==> src/rtl/cache_fill_arbiter.sv <==
// cache_fill_arbiter: shares one main memory between I-cache and D-cache block fills
module cache_fill_arbiter #(
  parameter int DATA_W = 16,
  parameter int ADDR_W = 16,
  parameter int WORDS_PER_BLOCK = 8,
  localparam int LW = $clog2(WORDS_PER_BLOCK),
  localparam int BW = ADDR_W - LW - 1
) (
  input  logic              clk,
  input  logic              rst,
  input  logic              icache_miss_i,
  input  logic [ADDR_W-1:0] icache_miss_addr_i,
  input  logic              dcache_miss_i,
  input  logic [ADDR_W-1:0] dcache_miss_addr_i,
  output logic              mem_en_o,
  output logic [ADDR_W-1:0] mem_addr_o,
  input  logic              mem_data_valid_i,
  input  logic [DATA_W-1:0] mem_data_i,
  output logic [DATA_W-1:0] fill_data_o,
  output logic [LW-1:0]     fill_word_o,
  output logic              icache_fill_we_o,
  output logic              dcache_fill_we_o,
  output logic              icache_fill_done_o,
  output logic              dcache_fill_done_o,
  output logic              busy_o
);
  typedef enum logic [1:0] {IDLE, ISSUE, DRAIN, DONE} state_t;
  state_t            state_q;
  logic              owner_q;
  logic              last_q;
  logic [BW-1:0]     blk_q;
  logic [LW-1:0]     issue_q;
  logic [LW-1:0]     recv_q;
  logic              mem_en_q;
  logic [ADDR_W-1:0] mem_addr_q;
  logic [DATA_W-1:0] fill_data_q;
  logic [LW-1:0]     fill_word_q;
  logic              gnt_d;
  logic [BW-1:0]     blk_d;
  logic [LW-1:0]     issue_d;
  logic              take;
  logic              last_in;
  logic              unused_bits;
  assign unused_bits = ^{icache_miss_addr_i[LW:0], dcache_miss_addr_i[LW:0]};
  // Grant decode (1 = D-cache; a tie goes to whoever was not served last) and return acceptance
  always_comb begin
    gnt_d   = dcache_miss_i & (~icache_miss_i | ~last_q);
    blk_d   = gnt_d ? dcache_miss_addr_i[ADDR_W-1:LW+1] : icache_miss_addr_i[ADDR_W-1:LW+1];
    issue_d = issue_q + 1'b1;
    take    = mem_data_valid_i & (state_q == ISSUE || state_q == DRAIN);
    last_in = take && recv_q == LW'(WORDS_PER_BLOCK - 1);
  end
  // Fill sequencer: grant, issue one word per cycle, collect returns, pulse done
  always_ff @(posedge clk) begin
    if (rst) begin
      state_q     <= IDLE;
      owner_q     <= 1'b0;
      last_q      <= 1'b0;
      blk_q       <= '0;
      issue_q     <= '0;
      recv_q      <= '0;
      mem_en_q    <= 1'b0;
      mem_addr_q  <= '0;
      fill_data_q <= '0;
      fill_word_q <= '0;
    end else begin
      if (take) begin
        fill_data_q <= mem_data_i;
        fill_word_q <= recv_q;
        recv_q      <= recv_q + 1'b1;
      end
      case (state_q)
        IDLE: if (icache_miss_i | dcache_miss_i) begin
          owner_q    <= gnt_d;
          blk_q      <= blk_d;
          issue_q    <= '0;
          recv_q     <= '0;
          mem_en_q   <= 1'b1;
          mem_addr_q <= {blk_d, {LW{1'b0}}, 1'b0};
          state_q    <= ISSUE;
        end
        ISSUE: if (issue_q == LW'(WORDS_PER_BLOCK - 1)) begin
          mem_en_q <= 1'b0;
          state_q  <= last_in ? DONE : DRAIN;
        end else begin
          issue_q    <= issue_d;
          mem_addr_q <= {blk_q, issue_d, 1'b0};
        end
        DRAIN: state_q <= last_in ? DONE : DRAIN;
        default: begin
          last_q  <= owner_q;
          state_q <= IDLE;
        end
      endcase
    end
  end
  assign mem_en_o           = mem_en_q;
  assign mem_addr_o         = mem_addr_q;
  assign fill_data_o        = take ? mem_data_i : fill_data_q;
  assign fill_word_o        = take ? recv_q : fill_word_q;
  assign icache_fill_we_o   = take & ~owner_q;
  assign dcache_fill_we_o   = take & owner_q;
  assign icache_fill_done_o = state_q == DONE && !owner_q;
  assign dcache_fill_done_o = state_q == DONE && owner_q;
  assign busy_o             = state_q != IDLE;
endmodule
==> config.mk <==
export PLATFORM = sky130hd
export DESIGN_NAME = cache_fill_arbiter
export DESIGN_NICKNAME = d
export VERILOG_FILES = /design/src/rtl/cache_fill_arbiter.sv
export SDC_FILE = /design/constraint.sdc
export NUM_CORES = 1
export LEC_CHECK = 0
export CORE_ASPECT_RATIO = 0.9
export CORE_UTILIZATION = 40
export DETAILED_ROUTE_END_ITERATION = 10
export GPL_ROUTABILITY_DRIVEN = 1
export PLACE_DENSITY = 0.78
export SLEW_MARGIN = 20
export SYNTH_ARGS = -nofsm -noshare
export SYNTH_HDL_FRONTEND = slang
export SYNTH_SLANG_ARGS = --single-unit
==> constraint.sdc <==
create_clock -name clk -period 2 [get_ports clk]
set_clock_uncertainty 0.1 [all_clocks]
set_input_delay 0.4 -clock clk [delete_from_list [all_inputs] [get_ports clk]]
set_output_delay 0.4 -clock clk [all_outputs]
set_load 0.02 [all_outputs]
==> impl_metrics.py <==
metrics = {
    "outcome": {
        "status": "finished, violations left",
        "violations": "setup timing",
    },
    "worst_setup_path": {
        "critPathMaxStageDelay_ns": 0.59,
        "crit_buf_inv": 3,
        "cp-start-kind": "primary input",
        "path_class": "primary input to output pin",
        "worstPathCellList": "clkdlybuf4s50_1 > nand2_8 > clkbuf_16 > mux2_4 > buf_6",
        "critical_path_required_ns": 1.50,
        "cp_top_family": "buffers and inverters",
        "slowest_stage": "clkdlybuf4s50_1",
        "cp_max_fo": 6,
        "worstPathArrival_ns": 1.71,
        "crit_path_end_kind": "output pin",
    },
    "flow_run": {
        "drv_cap": 0,
    },
    "synthesis": {
        "yosysMostFrequentCell": "dfxtp_1",
        "synthesis.area_um2": 2521,
        "synth-seq-cells": 54,
        "yosys.area.top_type": "dfxtp_1",
        "synth-async-reset-ratio_pct": 0,
        "netlist_top_cells_count": "dfxtp_1 (54), and2_1 (21), mux2_2 (19), nand3b_1 (13), or4_1 (13)",
        "ys.flop_type": "dfxtp_1",
        "synth_nets": 308,
        "yosysTopAreaCellShare_pct": 42.88,
        "synthCells": 248,
        "synth_cell_types": 38,
        "yosysWarnings": 0,
        "synth.area.top_cells": "dfxtp_1 (43%), mux2_2 (8.5%), and2_1 (5.2%), mux2i_1 (4.8%), o2bb2ai_1 (4.2%)",
        "synth_edf_count": 0,
        "avgSynthCellArea_um2": 10.17,
        "synth_seq_area_share_pct": 42.88,
    },
    "detailed_routing": {
        "drc_errors": 0,
        "routed_wl_mm": 6.972,
        "drt-initial-drc-count": 149,
        "vias": 2294,
        "post_drt_wl_per_cell_um": 15.99,
        "postRouteAntennaNets": 0,
        "firstDrtPassIters": 6,
        "drt-vias-per-instance": 5.261,
    },
    "sta": {
        "grt_setup_unrepaired": "true",
        "report.final.slew_viol_count": 0,
        "min_period_over_period_pct": 110.6,
        "postLayoutSetupSlackWorst_ns": -0.2117,
        "hold_violations": 0,
        "final.setup.tns_ns": -3.774,
        "setup_viol": 20,
        "timing.fmax_mhz": 452.2,
        "fin_crit_ns": 2.212,
        "worst_slew_pin_slew_ns": 0.5449,
        "relSlewSlack_pct": 63.59,
    },
    "die": {
        "fp.dieH_um": 77.32,
        "core_um2": 6115,
        "ios": 94,
        "initial_core_util_pct": 41.23,
        "die_area_um2": 6625,
        "num_rows": 27,
        "dieWidth_um": 85.69,
    },
    "grt": {
        "track_usage_pct": 21.48,
        "grt_pass1_wl_mm": 11.21,
        "grt_use_met2_pct": 36.56,
        "grt_max_degree": 28,
        "grtUsageMet3_pct": 3.445,
        "grt_use_met1_pct": 27.73,
        "grt_antenna_before_repair": 0,
        "gr-total-overflow": 0,
        "grt_pass1_vias": 2275,
        "busiest_layer": "met2",
    },
    "final_layout": {
        "final_util_pct": 64.48,
        "fillCellCount": 489,
        "fin_nets": 408,
        "drive_gt1_share_pct": 27.79,
        "design_area_um2": 3943,
        "antenna_cells": 0,
        "area_growth_pct": 56.38,
        "final_cells": 436,
    },
    "placement": {
        "dp_hpwl_mm": 4.756,
        "dp_cells": 424,
        "placed_cell_area_um2": 3618,
        "gp_congestion": 0.7597,
        "port_buffers": 84,
    },
    "clock_network": {
        "clock_latency_ns": 0.31,
        "htreeDepth": 2,
        "cts_tree": "yes",
        "path_clk_slew_ns": 0.09,
        "clock_sinks": 54,
        "cts-buffers-inserted": 5,
        "cts_root_buf": "clkbuf_8",
        "cts.path.max_buffers": 2,
    },
    "min_path": {
        "hold_class": "flop to flop",
    },
    "power_and_ir_drop": {
        "peakVddDrop_v": 0.0007063,
        "p_per_area_nw_per_um2": 1374,
        "power_leakage_uw": 0.001615,
        "report.power.total_uw": 5418,
    },
}
==> final timing paths <==
path / startpoint / endpoint / slack (ns) / cells past startpoint
worst max-delay path: mem_data_valid_i / fill_data_o[7] / -0.21 / 5
worst min-delay path: blk_q[1]$_SDFFE_PP0P_ / blk_q[1]$_SDFFE_PP0P_ / 0.38 / 1
worst max register to register: issue_q[0]$_SDFFE_PP0P_ / mem_addr_o[14]$_SDFFE_PP0P_ / 0.06 / 6
worst min register to register: blk_q[1]$_SDFFE_PP0P_ / blk_q[1]$_SDFFE_PP0P_ / 0.38 / 1
==> cells by family (layout without fill, tap and decap cells) <==
kind of cell / after synthesis / count (layout) / synth area share [%]
mux: 31 / 31 / 13.25
xor+xnor: 1 / 1 / 0.3475
flops: 54 / 54 / 42.88
simple gates: 69 / 69 / 17.87
other cells: 1 / 1 / 0.1487
buf+inv: 28 / 129 / 5.062
compound gates: 57 / 57 / 16.97
fa+ha+maj: 7 / 7 / 3.474
==> cells in the final DEF, fill, tap and decap left out, drive strengths merged, types with 2 or more instances in the layout <==
cell           count
o21ai              4
ha                 7
nand3              2
clkbuf             8
bufinv             2
or4               14
mux2i             12
nand3b            13
a21oi              9
o211ai            12
clkdlybuf4s50     60
nand4              2
o31ai              3
inv                6
and2              21
o2bb2ai           12
buf               51
o311ai            12
mux2              19
nor2               7
nand2              5
dfxtp             54
==> registers in the layout, summed over array words and instances (netlist names) <==
signal and count:
fill_data_q 16, mem_en_o 1, owner_q 1, recv_q 3
fill_word_q 3, mem_addr_o 13, state_q 2, last_q 1
issue_q 2, blk_q 12
==> report_power, final <==
part | total (uW) | internal (uW) | switching, uW
Clock | 864 | 502 | 362
Sequential | 1530 | 1380 | 153
Combinational | 3020 | 1550 | 1480
Total | 5420 | 3420 | 1990
==> worst reg2reg max path, cell delays in order, from the launching register on <==
cell and delay [ns]:
dfxtp_1 0.35, ha_1 0.21, ha_1 0.20, and2_2 0.24
buf_12 0.16, or4_1 0.49, o211ai_1 0.11
==> stage by stage <==
step	hold WS [ns]	setup WS, ns
after floorplan	0.3328	0.006925
after global placement	0.3448	-0.5286
after detailed placement	0.3485	-0.5516
after CTS	0.3765	-0.1985
after global routing	0.3906	-0.2437
final	0.3760	-0.2117
==> per-layer routing <==
metal  vias to the layer above  wire, um
met5                         -         0
met3                         9       163
met2                        42      3502
met4                         0       100
li1                       1126         -
met1                      1117      3205
==> cell type report <==
type                            count  area, um^2  area share [%]
Multi-Input combinational cell    166        1430           36.27
Timing Repair Buffer              115        1160           29.42
Sequential cell                    54        1084           27.48
Tap cell                           87       108.9           2.761
Clock buffer                        5       68.82           1.745
Clock inverter                      3       68.82           1.745
Inverter                            6       22.52          0.5712
==> timing repair <==
item	4_1_cts	5_1_grt
hold endpoints to repair	0	0
pin swaps	1	1
buffers inserted	2	2
cloned	0	1
setup endpoints to repair	37	35
hold buffers	0	0
resized for setup	125	41
No activity file was read; power rests on OpenSTA's default activity.
==> variant (same flow settings) <==
Set the parameter `DATA_W` to 24 (it was 16).
--- a/src/rtl/cache_fill_arbiter.sv
+++ b/src/rtl/cache_fill_arbiter.sv
@@ -1,5 +1,5 @@
 // cache_fill_arbiter: shares one main memory between I-cache and D-cache block fills
 module cache_fill_arbiter #(
-  parameter int DATA_W = 16,
+  parameter int DATA_W = 24,
   parameter int ADDR_W = 16,
   parameter int WORDS_PER_BLOCK = 8,
Interface: changed (resized fill_data_o and mem_data_i); port bits go from 94 to 110. No check against the original RTL was run, so the function may have changed too.
==> variant against the unedited design <==
- the run still ends with negative setup slack left
- via count up 10%
- area after synthesis up 13%
- power up 23%
- sequential cell count up 8
- setup slack worse by 44 ps
- clock power up 39%
- routed wire length up 12%
- final area up 15%
- sequential power up 14%
- critical path type unchanged
==> variant: results (changes against the unedited design) <==
OUTCOME
--------------------------------------------------------------------------------------------------------
Outcome                                                                                     finished with violations
Violations in the final reports                                                             negative setup slack

CRITICAL PATH
--------------------------------------------------------------------------------------------------------
CP Capture Point                                                                            fill_data_o[13]
Start of the worst register-to-register path                                                  state_q[1]
Maximum fanout along the worst path                                                                    8   +2
Worst EP arrival                                                                                 1760 ps   +50 ps
Depth of the most critical reg-to-reg path                                                             8   +2

DIE
--------------------------------------------------------------------------------------------------------
DIE AREA                                                                                        7470 um2   +13%

LAYOUT
--------------------------------------------------------------------------------------------------------
Number of nets in the layout                                                                         458   +12%
Layout cell share with drive strength beyond 1                                                     28.9%   +1.1 points
Share of cell area taken by flip-flops and latches                                                 27.4%   -0.12 points
FILL cells                                                                                           521   +6.5%
Clock network share of area                                                                        4.73%   +1.2 points
Layout buffering overhead excluding clock cells                                                    29.5%   +0.033 points
Layout buffer count excluding clock buffers                                                          127   +10%
Count of non-filler cells in the finished layout                                                     485   +11%

PLACED DESIGN
--------------------------------------------------------------------------------------------------------
Worst slack at placement                                                                         -597 ps   -45.3 ps
Port-buffer cells                                                                                    100   +19%
Total half-perimeter wirelength after legalization and detailed placement                        5.03 mm   +5.8%

POWER
--------------------------------------------------------------------------------------------------------
Pwr dens                                                                                     1470 nW/um2   +6.7%
Static power due to leakage                                                                      1.91 nW   +18%

MIN PATH
--------------------------------------------------------------------------------------------------------
Hold path endpoint                                                                              blk_q[8]

YOSYS
--------------------------------------------------------------------------------------------------------
Count of distinct cell types in the synthesized netlist                                               39   +2.6%
Share of synthesized area occupied by flip-flops and latches                                       43.5%   +0.67 points
Leading cell types by total area after synthesis                                            sky130_fd_sc_hd__dfxtp_1, sky130_fd_sc_hd__mux2_2, sky130_fd_sc_hd__and2_1

ROUTE
--------------------------------------------------------------------------------------------------------
Routed length on met1                                                                            3.64 mm   +14%
Total number of vias                                                                                2533   +10%

GLOBAL ROUTING
--------------------------------------------------------------------------------------------------------
Grt met3 use                                                                                       4.54%   +1.1 points
Vias in the first global route                                                                      2332   +2.5%
Global-route usage over all layers                                                                 20.2%   -1.3 points

CLOCK TREE
--------------------------------------------------------------------------------------------------------
Clock latency on the worst-skew pair                                                              330 ps   +20 ps
Post-CTS clock slew at the launch and capture registers of the worst setup and hold paths          70 ps   -20 ps
Count of clock tree sinks                                                                             62   +15%

STA
--------------------------------------------------------------------------------------------------------
Setup slack after layout                                                                         -255 ps   -43.7 ps
Final number of setup-violating endpoints                                                             28   +40%

variant: changes by cell type after synthesis, moves of 2 or more:
cell / change
sky130_fd_sc_hd__dfxtp_1: +8
sky130_fd_sc_hd__mux2_2: +8
sky130_fd_sc_hd__buf_2: -3
sky130_fd_sc_hd__nand4_1: -2
sky130_fd_sc_hd__nand3_1: +3
sky130_fd_sc_hd__and2_1: +8
sky130_fd_sc_hd__buf_6: +3
variant: report_power, final:
group | internal, mW | switching (mW) | total [mW]
clock network | 0.733 | 0.464 | 1.20
logic | 1.96 | 1.77 | 3.73
registers | 1.58 | 0.162 | 1.74
variant: logic make-up (layout without fill, tap and decap cells):
kind of cell               Yosys count  in the layout  share of synthesized area (%)
and+or+nand+nor                     79             80                           17.6
DFF                                 62             62                           43.5
AOI/OAI and AO/OA                   56             56                           14.8
muxes                               39             39                           14.9
buffers and inverters               30            149                           5.57
adders and majority gates            7              7                           3.07
other                                1              1                          0.132
xor gates and xnor gates             1              1                          0.307
